### src/rtl/job_scheduler.sv
// Job sequencer for a weight-stationary array: optional weight load, credit-gated
// input streaming, latency tracking of in-flight beats and end-of-job drain.
module job_scheduler #(
  parameter int unsigned words     = 2,
  parameter int unsigned latency   = 6 + words,
  parameter int unsigned fifoDepth = 4,
  parameter int unsigned lenWidth  = 16
) (
  input  logic                clk,
  input  logic                rst,
  input  logic                start,
  input  logic                reuseWeights,
  input  logic                abort,
  input  logic [lenWidth-1:0] batchLength,
  input  logic                S_AXIS_TVALID,
  input  logic                S_AXIS_TLAST,
  output logic                S_AXIS_TREADY,
  input  logic                outPop,
  output logic                loadingWeights,
  output logic                validInputs,
  output logic                validOutputs,
  output logic                outLast,
  output logic                fifoFlush,
  output logic                busy,
  output logic                done,
  output logic                error
);
  localparam int unsigned BeatW = $clog2(words + 1);
  localparam int unsigned CredW = $clog2(fifoDepth + 1);

  typedef enum logic [2:0] {IDLE, LOAD, RUN, DRAIN, DONE} state_e;

  state_e              state_q, state_d;
  logic [BeatW-1:0]    beat_q, beat_d;
  logic [lenWidth-1:0] in_count_q, in_count_d;
  logic [lenWidth-1:0] len_q, len_d;
  logic [CredW-1:0]    credits_q, credits_d;
  logic [latency-1:0]  vld_sr_q, vld_sr_d;
  logic [latency-1:0]  lst_sr_q, lst_sr_d;
  logic                error_q, error_d;
  logic                flush_q, flush_d;
  logic                done_q, done_d;
  logic                load_beat_c, run_beat_c, last_idx_c, kill_c;

  // Handshake decode: credits gate input acceptance so the output FIFO cannot overflow.
  assign load_beat_c    = (state_q == LOAD) && S_AXIS_TVALID;
  assign run_beat_c     = (state_q == RUN) && S_AXIS_TVALID && (credits_q != '0);
  assign last_idx_c     = (in_count_q == len_q - lenWidth'(1));
  assign S_AXIS_TREADY  = (state_q == LOAD) || ((state_q == RUN) && (credits_q != '0));
  assign loadingWeights = load_beat_c;
  assign validInputs    = run_beat_c;
  assign validOutputs   = vld_sr_q[latency-1];
  assign outLast        = lst_sr_q[latency-1];
  assign fifoFlush      = flush_q;
  assign busy           = (state_q != IDLE);
  assign done           = done_q;
  assign error          = error_q;

  always_comb begin
    state_d    = state_q;
    beat_d     = beat_q;
    in_count_d = in_count_q;
    len_d      = len_q;
    credits_d  = credits_q;
    vld_sr_d   = {vld_sr_q[latency-2:0], run_beat_c};
    lst_sr_d   = {lst_sr_q[latency-2:0], run_beat_c & last_idx_c};
    error_d    = 1'b0;
    flush_d    = 1'b0;
    done_d     = 1'b0;
    kill_c     = 1'b0;

    if (run_beat_c && !outPop) begin
      credits_d = credits_q - CredW'(1);
    end else if (!run_beat_c && outPop && (credits_q != CredW'(fifoDepth))) begin
      credits_d = credits_q + CredW'(1);
    end

    case (state_q)
      IDLE: begin
        if (start && !abort) begin
          if (batchLength == '0) begin
            error_d = 1'b1;
          end else begin
            len_d      = batchLength;
            in_count_d = '0;
            beat_d     = '0;
            state_d    = reuseWeights ? RUN : LOAD;
          end
        end
      end
      LOAD: begin
        if (load_beat_c) begin
          if (beat_q == BeatW'(words - 1)) begin
            state_d = RUN;
            beat_d  = '0;
          end else if (S_AXIS_TLAST) begin
            error_d = 1'b1;
            state_d = IDLE;
            beat_d  = '0;
          end else begin
            beat_d = beat_q + BeatW'(1);
          end
        end
      end
      RUN: begin
        // TLAST must coincide exactly with the final beat of the batch.
        if (run_beat_c) begin
          if (S_AXIS_TLAST != last_idx_c) begin
            error_d = 1'b1;
            kill_c  = 1'b1;
          end else if (last_idx_c) begin
            state_d    = DRAIN;
            in_count_d = '0;
          end else begin
            in_count_d = in_count_q + lenWidth'(1);
          end
        end
      end
      DRAIN: begin
        if (vld_sr_q == '0) begin
          state_d = DONE;
          done_d  = 1'b1;
        end
      end
      DONE:    state_d = IDLE;
      default: state_d = IDLE;
    endcase

    if (abort && (state_q != IDLE)) begin
      kill_c  = 1'b1;
      error_d = 1'b0;
    end

    // Cancel: drop everything in flight and hand the full FIFO back as credit.
    if (kill_c) begin
      state_d    = IDLE;
      beat_d     = '0;
      in_count_d = '0;
      vld_sr_d   = '0;
      lst_sr_d   = '0;
      credits_d  = CredW'(fifoDepth);
      flush_d    = 1'b1;
      done_d     = 1'b0;
    end
  end

  always_ff @(posedge clk or negedge rst) begin
    if (!rst) begin
      state_q    <= IDLE;
      beat_q     <= '0;
      in_count_q <= '0;
      len_q      <= '0;
      credits_q  <= CredW'(fifoDepth);
      vld_sr_q   <= '0;
      lst_sr_q   <= '0;
      error_q    <= 1'b0;
      flush_q    <= 1'b0;
      done_q     <= 1'b0;
    end else begin
      state_q    <= state_d;
      beat_q     <= beat_d;
      in_count_q <= in_count_d;
      len_q      <= len_d;
      credits_q  <= credits_d;
      vld_sr_q   <= vld_sr_d;
      lst_sr_q   <= lst_sr_d;
      error_q    <= error_d;
      flush_q    <= flush_d;
      done_q     <= done_d;
    end
  end

endmodule

### config.mk
export PLATFORM = sky130hd
export DESIGN_NAME = job_scheduler
export DESIGN_NICKNAME = d
export VERILOG_FILES = /design/src/rtl/job_scheduler.sv
export SDC_FILE = /design/constraint.sdc
export NUM_CORES = 1
export LEC_CHECK = 0
export CAP_MARGIN = 10
export CORE_MARGIN = 2
export CORE_UTILIZATION = 57
export CTS_CLUSTER_DIAMETER = 200
export DETAILED_ROUTE_END_ITERATION = 16
export GPL_TIMING_DRIVEN = 0
export PLACE_DENSITY = 0.79
export SLEW_MARGIN = 20
export SYNTH_ARGS = -nofsm -noshare
export SYNTH_HDL_FRONTEND = slang
export SYNTH_SLANG_ARGS = --single-unit
### constraint.sdc
create_clock -name clk -period 3.45 [get_ports clk]
set_input_delay 0.69 -clock clk [delete_from_list [all_inputs] [get_ports clk]]
set_output_delay 0.69 -clock clk [all_outputs]
set_load 0.03 [all_outputs]
# ---- Word-level counts from Yosys, hierarchy flattened
# Cells that the tools add are included.
dict set report op_classes {
  n_reduce_logical 25
  eq_ne 15
  n_addsub 5
  n_bitwise 2
  n_mux 46
}
# cell count
set op_table {}
lappend op_table {{$mux 16} 6}
lappend op_table {{$mux 3} 13}
lappend op_table {{$pmux 16 s2} 1}
lappend op_table {{$ne 3x3->1 const B} 8}
lappend op_table {{$add 16x1->16 const B} 1}
lappend op_table {{$eq 16x16->1} 1}
lappend op_table {{$logic_not 16->1} 1}
lappend op_table {{$mux 8} 2}
lappend op_table {{$sub 16x1->16 const B} 1}
lappend op_table {{$reduce_bool 3->1} 5}
lappend op_table {{$mux 1} 14}
lappend op_table {{$mux 2} 7}
lappend op_table {{$pmux 3 s4} 1}
lappend op_table {{$logic_and 1x1->1} 9}
lappend op_table {{$logic_not 8->1} 1}
lappend op_table {{$reduce_and 8->1} 1}
lappend op_table {{$eq 3x2->1 const B} 2}
lappend op_table {{$reduce_and 5->1} 1}
lappend op_table {{$ne 4x3->1 const B} 1}
lappend op_table {{$pmux 2 s2} 1}
lappend op_table {{$reduce_and 4->1} 1}
lappend op_table {{$add 3x1->3 const B} 1}
lappend op_table {{$eq 3x1->1 const B} 1}
lappend op_table {{$logic_not 1->1} 3}
lappend op_table {{other kinds (10)} 10}
dict set report word_totals {
  ff_bits 59
}

# ---- Longest topological paths before layout
dict set report logic_depth {
  ltp_word 9
  depth_mapped 12
}

# ---- Worst setup path before layout
# OpenSTA, ideal clock, no wires.
dict set report synth_path {
  path_kind {flip-flop to flip-flop}
  start {register len_q[10]}
  end {register credits_q[1]}
  slack_ns 0.357
  t_required_ns 3.351
  arrival_ns 2.993
  stages_incl_launch_ff 11
  path_buffers 1
  period_less_slack_ns 3.093
  cell_sequence {dfrtp_1 -> or4_4 -> or3_1 -> a211o_1 -> a2111oi_2 -> o2111a_1 -> buf_6 -> mux2i_4 -> and2_4 -> clkinv_2 -> a311oi_1}
}
dict set report synth_via {
  elab_chain_len 8
  word_cells_on_any_way 9
  cone_classes {add/sub (1); eq/ne (2); mux (5); reduce/logical (1)}
}
# element line_no
set synth_rtl {}
lappend synth_rtl {{start, declared} 36} ;# logic [lenWidth-1:0] len_q, len_d;
lappend synth_rtl {{start signal, assigned} 163} ;# len_q <= len_d;
lappend synth_rtl {{$sub 16x1->16 (*)} 48} ;# assign last_idx_c = (in_count_q == len_q - lenWidth'(1));
lappend synth_rtl {{$eq 16x16->1 (*)} 48}
lappend synth_rtl {{$ne 1x1->1 (*)} 108} ;# if (S_AXIS_TLAST != last_idx_c) begin
lappend synth_rtl {{$mux 1 (*)} 108}
lappend synth_rtl {{$mux 1 (*)} 107} ;# if (run_beat_c) begin
lappend synth_rtl {{$mux 1 (*)} 78} ;# case (state_q)
lappend synth_rtl {{$mux 1 (*)} 129} ;# if (abort && (state_q != IDLE)) begin
lappend synth_rtl {{$reduce_bool 3->1 (no line) or $mux 3 (tied branches)} --}
lappend synth_rtl {{end signal, assigned} 153} ;# credits_q <= CredW'(fifoDepth);
lappend synth_rtl {{end signal, assigned} 164} ;# credits_q <= credits_d;
lappend synth_rtl {{end, declared} 37} ;# logic [CredW-1:0] credits_q, credits_d;
# Every way passes the cells marked *; elsewhere a longest branch is shown, timed or not.
# A chain may end at the register's enable or synchronous reset.

# ---- Worst setup path after layout
dict set report layout_path {
  start {register len_q[10]}
  end {register state_q[1]}
}
dict set report layout_via {
  elab_chain_len 9
  word_cells_on_any_way 17
  cone_classes {add/sub (1); eq/ne (10); mux (5); reduce/logical (1)}
}
# element line_no
set layout_rtl {}
lappend layout_rtl {{$sub 16x1->16 (*)} 48}
lappend layout_rtl {{$eq 16x16->1 (*)} 48}
lappend layout_rtl {{$ne 1x1->1} 108}
lappend layout_rtl {{$mux 1} 108}
lappend layout_rtl {{$mux 1} 107}
lappend layout_rtl {{$mux 1} 78}
lappend layout_rtl {{$mux 1} 129}
lappend layout_rtl {{$ne 4x3->1 (no line) or $ne 3x3->1 (tied branches)} --}
lappend layout_rtl {{$reduce_and 8->1 (no line)} --}
lappend layout_rtl {{end signal, assigned} 160} ;# state_q <= state_d;
lappend layout_rtl {{end, declared} 33} ;# state_e state_q, state_d;
# Marks and branches as above.

==> tab_implementation.tex <==
\begin{tabular}{lr}
\hline
Metric & Value \\
\hline
\multicolumn{2}{l}{\textbf{Pwr}} \\
\quad Switch share & 0.430 \\
\quad Static leakage power & 1.79 nW \\
\quad Total power draw & 2.94 mW \\
\quad Power spent charging and discharging nets & 1.27 mW \\
\quad Pwr/cell area & 715 nW/µm² \\
\quad Internal portion of total power & 1.68 mW \\
\quad Part of the power in combinational logic & 0.452 \\
\quad Peak supply drop & 0.466 mV \\
\quad Reg power frac & 0.348 \\
\quad Proportion of power drawn by the clock network & 0.200 \\
\multicolumn{2}{l}{\textbf{STA}} \\
\quad Final hold slack & 0.408 ns \\
\quad Highest Clock Rate & 300 MHz \\
\quad RSZ-0062 raised after global routing & true \\
\quad Portion of the clock cycle consumed by the worst path in the final layout & 0.967 \\
\quad Final worst clock skew & 0.0105 ns \\
\quad Slew Viols, Final & 0 \\
\quad Total negative slack for setup checks & 0 ns \\
\quad Setup Viol. Count Final & 0 \\
\quad Final hold violation count & 0 \\
\quad Worst-margin pin slew & 0.730 ns \\
\quad Min setup slack post-route & 0.115 ns \\
\quad Slew margin rel. & 0.510 \\
\quad Minimum clock period & 3.34 ns \\
\multicolumn{2}{l}{\textbf{Yosys}} \\
\quad Post-synthesis async set-or-reset flop share & 1.00 \\
\quad Fraction of the mapped netlist area in adder cells & 0.0196 \\
\quad Syn Inst Count & 374 \\
\quad Dominant combinational cell family by area after synthesis & simple AND/OR/NAND/NOR gates \\
\quad Fraction of synthesized area in multiplexers & 0.0645 \\
\quad Fraction of synthesized cell area in xor and xnor cells & 0.0533 \\
\quad Cell area after synthesis & 3450 µm² \\
\quad Synthesis-stage register bit count & 59 \\
\quad Primary flip-flop cell chosen by synthesis mapping & dfrtp\_1 \\
\quad Count of warnings emitted by yosys & 0 \\
\quad Proportion of netlist area held by the largest area contributor & 0.421 \\
\quad Largest area contributor in the synthesized netlist & dfrtp\_1 \\
\quad Net count of the mapped netlist & 402 \\
\quad Simple-gate portion of the synthesized area & 0.259 \\
\quad Post-synthesis sequential area ratio & 0.428 \\
\quad Post-Synthesis Mean Instance Area & 9.23 µm² \\
\quad Post-synthesis compound-gate area fraction & 0.133 \\
\quad Top cells by area in the synthesized netlist & dfrtp\_1 (42\%), mux2\_2 (5.2\%), and3\_1 (3.8\%), o21ai\_0 (3.8\%), xnor2\_1 (3.3\%) \\
\quad Number of different library cells in the post-synthesis netlist & 58 \\
\quad Number of enable flip-flop cells after synthesis & 0 \\
\multicolumn{2}{l}{\textbf{Cells and area}} \\
\quad Multi-input gate area in the final layout & 1860 µm² \\
\quad Post-layout net count & 449 \\
\quad Antenna cells & 0 \\
\quad Filler Cell Count & 450 \\
\quad Post-route insts no fill & 501 \\
\quad Design area & 4110 µm² \\
\quad Commonest cells after routing, fill and taps aside & dfrtp\_1 (57), clkdlybuf4s50\_1 (31), nand2\_1 (29), nor2\_1 (25), o21ai\_0 (25) \\
\quad Post-Route Utilization & 0.699 \\
\quad Commonest non-fill, non-tap cell in the layout & dfrtp\_1 \\
\quad Area occupied by registers & 1480 µm² \\
\quad Area growth from synthesis to layout & 19.2\% \\
\quad Layout cells sized above 1 & 0.136 \\
\multicolumn{2}{l}{\textbf{Setup path}} \\
\quad Critical Path Source Type & flop \\
\quad Register-to-Register Setup Slack & 0.11 ns \\
\quad Cell depth of the worst flop-to-flop path & 9 \\
\quad Max stage delay cell, worst path & or4\_4 \\
\quad Cell type group with the largest total delay on the critical path & compound AO/OA/AOI/OAI gates \\
\quad Crit path DAT & 3.58 ns \\
\quad Worst setup path class & flop to flop \\
\quad Req. time, crit path & 3.69 ns \\
\quad Delay of the slowest cell on the worst path & 0.55 ns \\
\quad Worst-path maximum fanout & 7 \\
\quad Total stage count of the critical path & 9 \\
\quad Crit end category & flop \\
\quad Critical path cell sequence & or4\_4 > or3\_1 > a211o\_1 > a2111oi\_2 > o2111a\_1 > buf\_6 > mux2i\_4 > nand3b\_1 > a221oi\_1 \\
\quad Crit path buffers/inverters & 1 \\
\multicolumn{2}{l}{\textbf{Placement}} \\
\quad Estimated wirelength of the detail-placed design & 6010 µm \\
\quad Worst setup slack before clock tree synthesis & -0.0209 ns \\
\quad Number of cells in the design after placement & 481 \\
\quad Final Wtd Congestion & 0.888 \\
\quad Port bufs & 32 \\
\quad Post-placement cell area & 3860 µm² \\
\multicolumn{2}{l}{\textbf{Clock network}} \\
\quad Clock tree from TritonCTS & yes \\
\quad Total clock buffers created by CTS & 9 \\
\quad Clk buf depth & 2 \\
\quad Clock sink count & 59 \\
\quad Worst-path clk slew & 0.08 ns \\
\quad Post-CTS Hold Buffers & 0 \\
\quad Insertion delay of the later-clocked pin in the worst-skew pair & 0.35 ns \\
\quad Library cell used as clock root buffer & clkbuf\_8 \\
\quad Depth of the CTS H-tree & 3 \\
\multicolumn{2}{l}{\textbf{Routing}} \\
\quad DRC Markers & 0 \\
\quad Routed len/inst & 16.9 µm \\
\quad DR vias & 3103 \\
\quad Number of search-and-repair iterations in the first detailed-routing pass & 5 \\
\quad Number of routed nets with antenna violations & 0 \\
\quad Wirelength, routed & 8460 µm \\
\quad Per-cell via count in the routed design & 6.19 \\
\quad Number of DRC violations after detailed-routing iteration 0 & 243 \\
\multicolumn{2}{l}{\textbf{Die}} \\
\quad Width of the die & 81.8 µm \\
\quad Starting Density & 0.586 \\
\quad Die Outline Area & 6690 µm² \\
\quad Die Span Y & 81.8 µm \\
\quad Standard-cell rows & 28 \\
\quad I/O Pins & 33 \\
\quad Core Region & 5890 µm² \\
\multicolumn{2}{l}{\textbf{Global routing}} \\
\quad Number of antenna violations at the first check in global routing & 0 \\
\quad Vias in the first global route & 3002 \\
\quad Global-route wire length before repair & 13600 µm \\
\quad GR Overflow Total & 0 \\
\quad Total Routing Usage GR & 0.268 \\
\quad Largest net degree at the start of global routing & 60 \\
\multicolumn{2}{l}{\textbf{Run}} \\
\quad Number of violations of the max-capacitance limit & 0 \\
\multicolumn{2}{l}{\textbf{Worst hold path}} \\
\quad Class of the tightest hold or removal check & input port to asynchronous set/reset pin \\
\multicolumn{2}{l}{\textbf{Status}} \\
\quad Run status & finished, final reports clean \\
\hline
\end{tabular}
## power groups by stage
stage	Sequential [mW]	Clock, mW	Combinational, mW
global route	1.04	0.630	1.46
global placement	1.02	0	1.20
finish	1.02	0.587	1.33
detailed placement	1.03	0	1.25
CTS	1.01	0.600	1.26
floorplan	0.995	0	0.923
## area by class of cell
cell class | instances | share of cell area
multi-input cells | 281 | 0.452
flip-flops and latches | 59 | 0.360
repair buffers | 36 | 0.0846
clock buffers | 9 | 0.0301
well taps | 75 | 0.0228
inverters | 20 | 0.0186
plain buffers | 14 | 0.0183
clock inverters | 7 | 0.0143
## logic make-up (layout without fill, tap and decap cells)
group,Yosys count,in the layout
buffers and inverters,34,86
DFF,59,59
muxes,19,19
xor gates and xnor gates,21,21
and+or+nand+nor,164,164
adders and majority gates,5,5
AOI/OAI and AO/OA,72,72
## synthesized netlist by cell type, types with 7 or more instances
master	count
dfrtp_1	58
nand2_1	29
o21ai_0	26
nor2_1	25
nor3_1	22
and3_1	21
inv_1	19
mux2_2	16
a21oi_1	15
nand3_1	14
xnor2_1	13
clkbuf_1	10
nor4_1	9
or3_1	8
xor2_1	8
nor2b_1	7
## registers in the layout, summed over array words and instances (netlist names)
signal / cells
len_q: 16
state_q: 3
beat_q: 2
fifoFlush: 1
done: 1
lst_sr_q: 8
credits_q: 3
error: 1
vld_sr_q: 8
in_count_q: 16
## worst register-to-register path, cell delays in order, from the launching register on
cell       delay (ns)
dfrtp_2          0.44
or4_4            0.55
or3_1            0.33
a211o_1          0.34
a2111oi_2        0.35
o2111a_1         0.25
buf_6            0.16
mux2i_4          0.32
nand3b_1         0.22
a221oi_1         0.28
## metal layers
metal / share of wire / GRT usage / routed length [µm]
met5: 0 / 0 / 0
met2: 0.48 / 0.428 / 4040
met3: 0.055 / 0.0747 / 466
met1: 0.44 / 0.333 / 3690
met4: 0.031 / 0.133 / 260
## worst paths after layout
path,end,startpoint
hold reg to reg,lst_sr_q[2],lst_sr_q[1]
setup / recovery,state_q[1],len_q[10]
max in group asynchronous,len_q[10],rst
setup reg to reg,state_q[1],len_q[10]
hold / removal,vld_sr_q[5],rst
min in group clk,lst_sr_q[2],lst_sr_q[1]
## timing repair
action | in CTS | in global routing
gates resized for setup | 1 | 11
endpoints found under the setup margin | 2 | 20
hold endpoints to repair | 0 | 0
pin swaps | 0 | 1
setup buffers | 0 | 4
(Power assumes the default switching activity.)
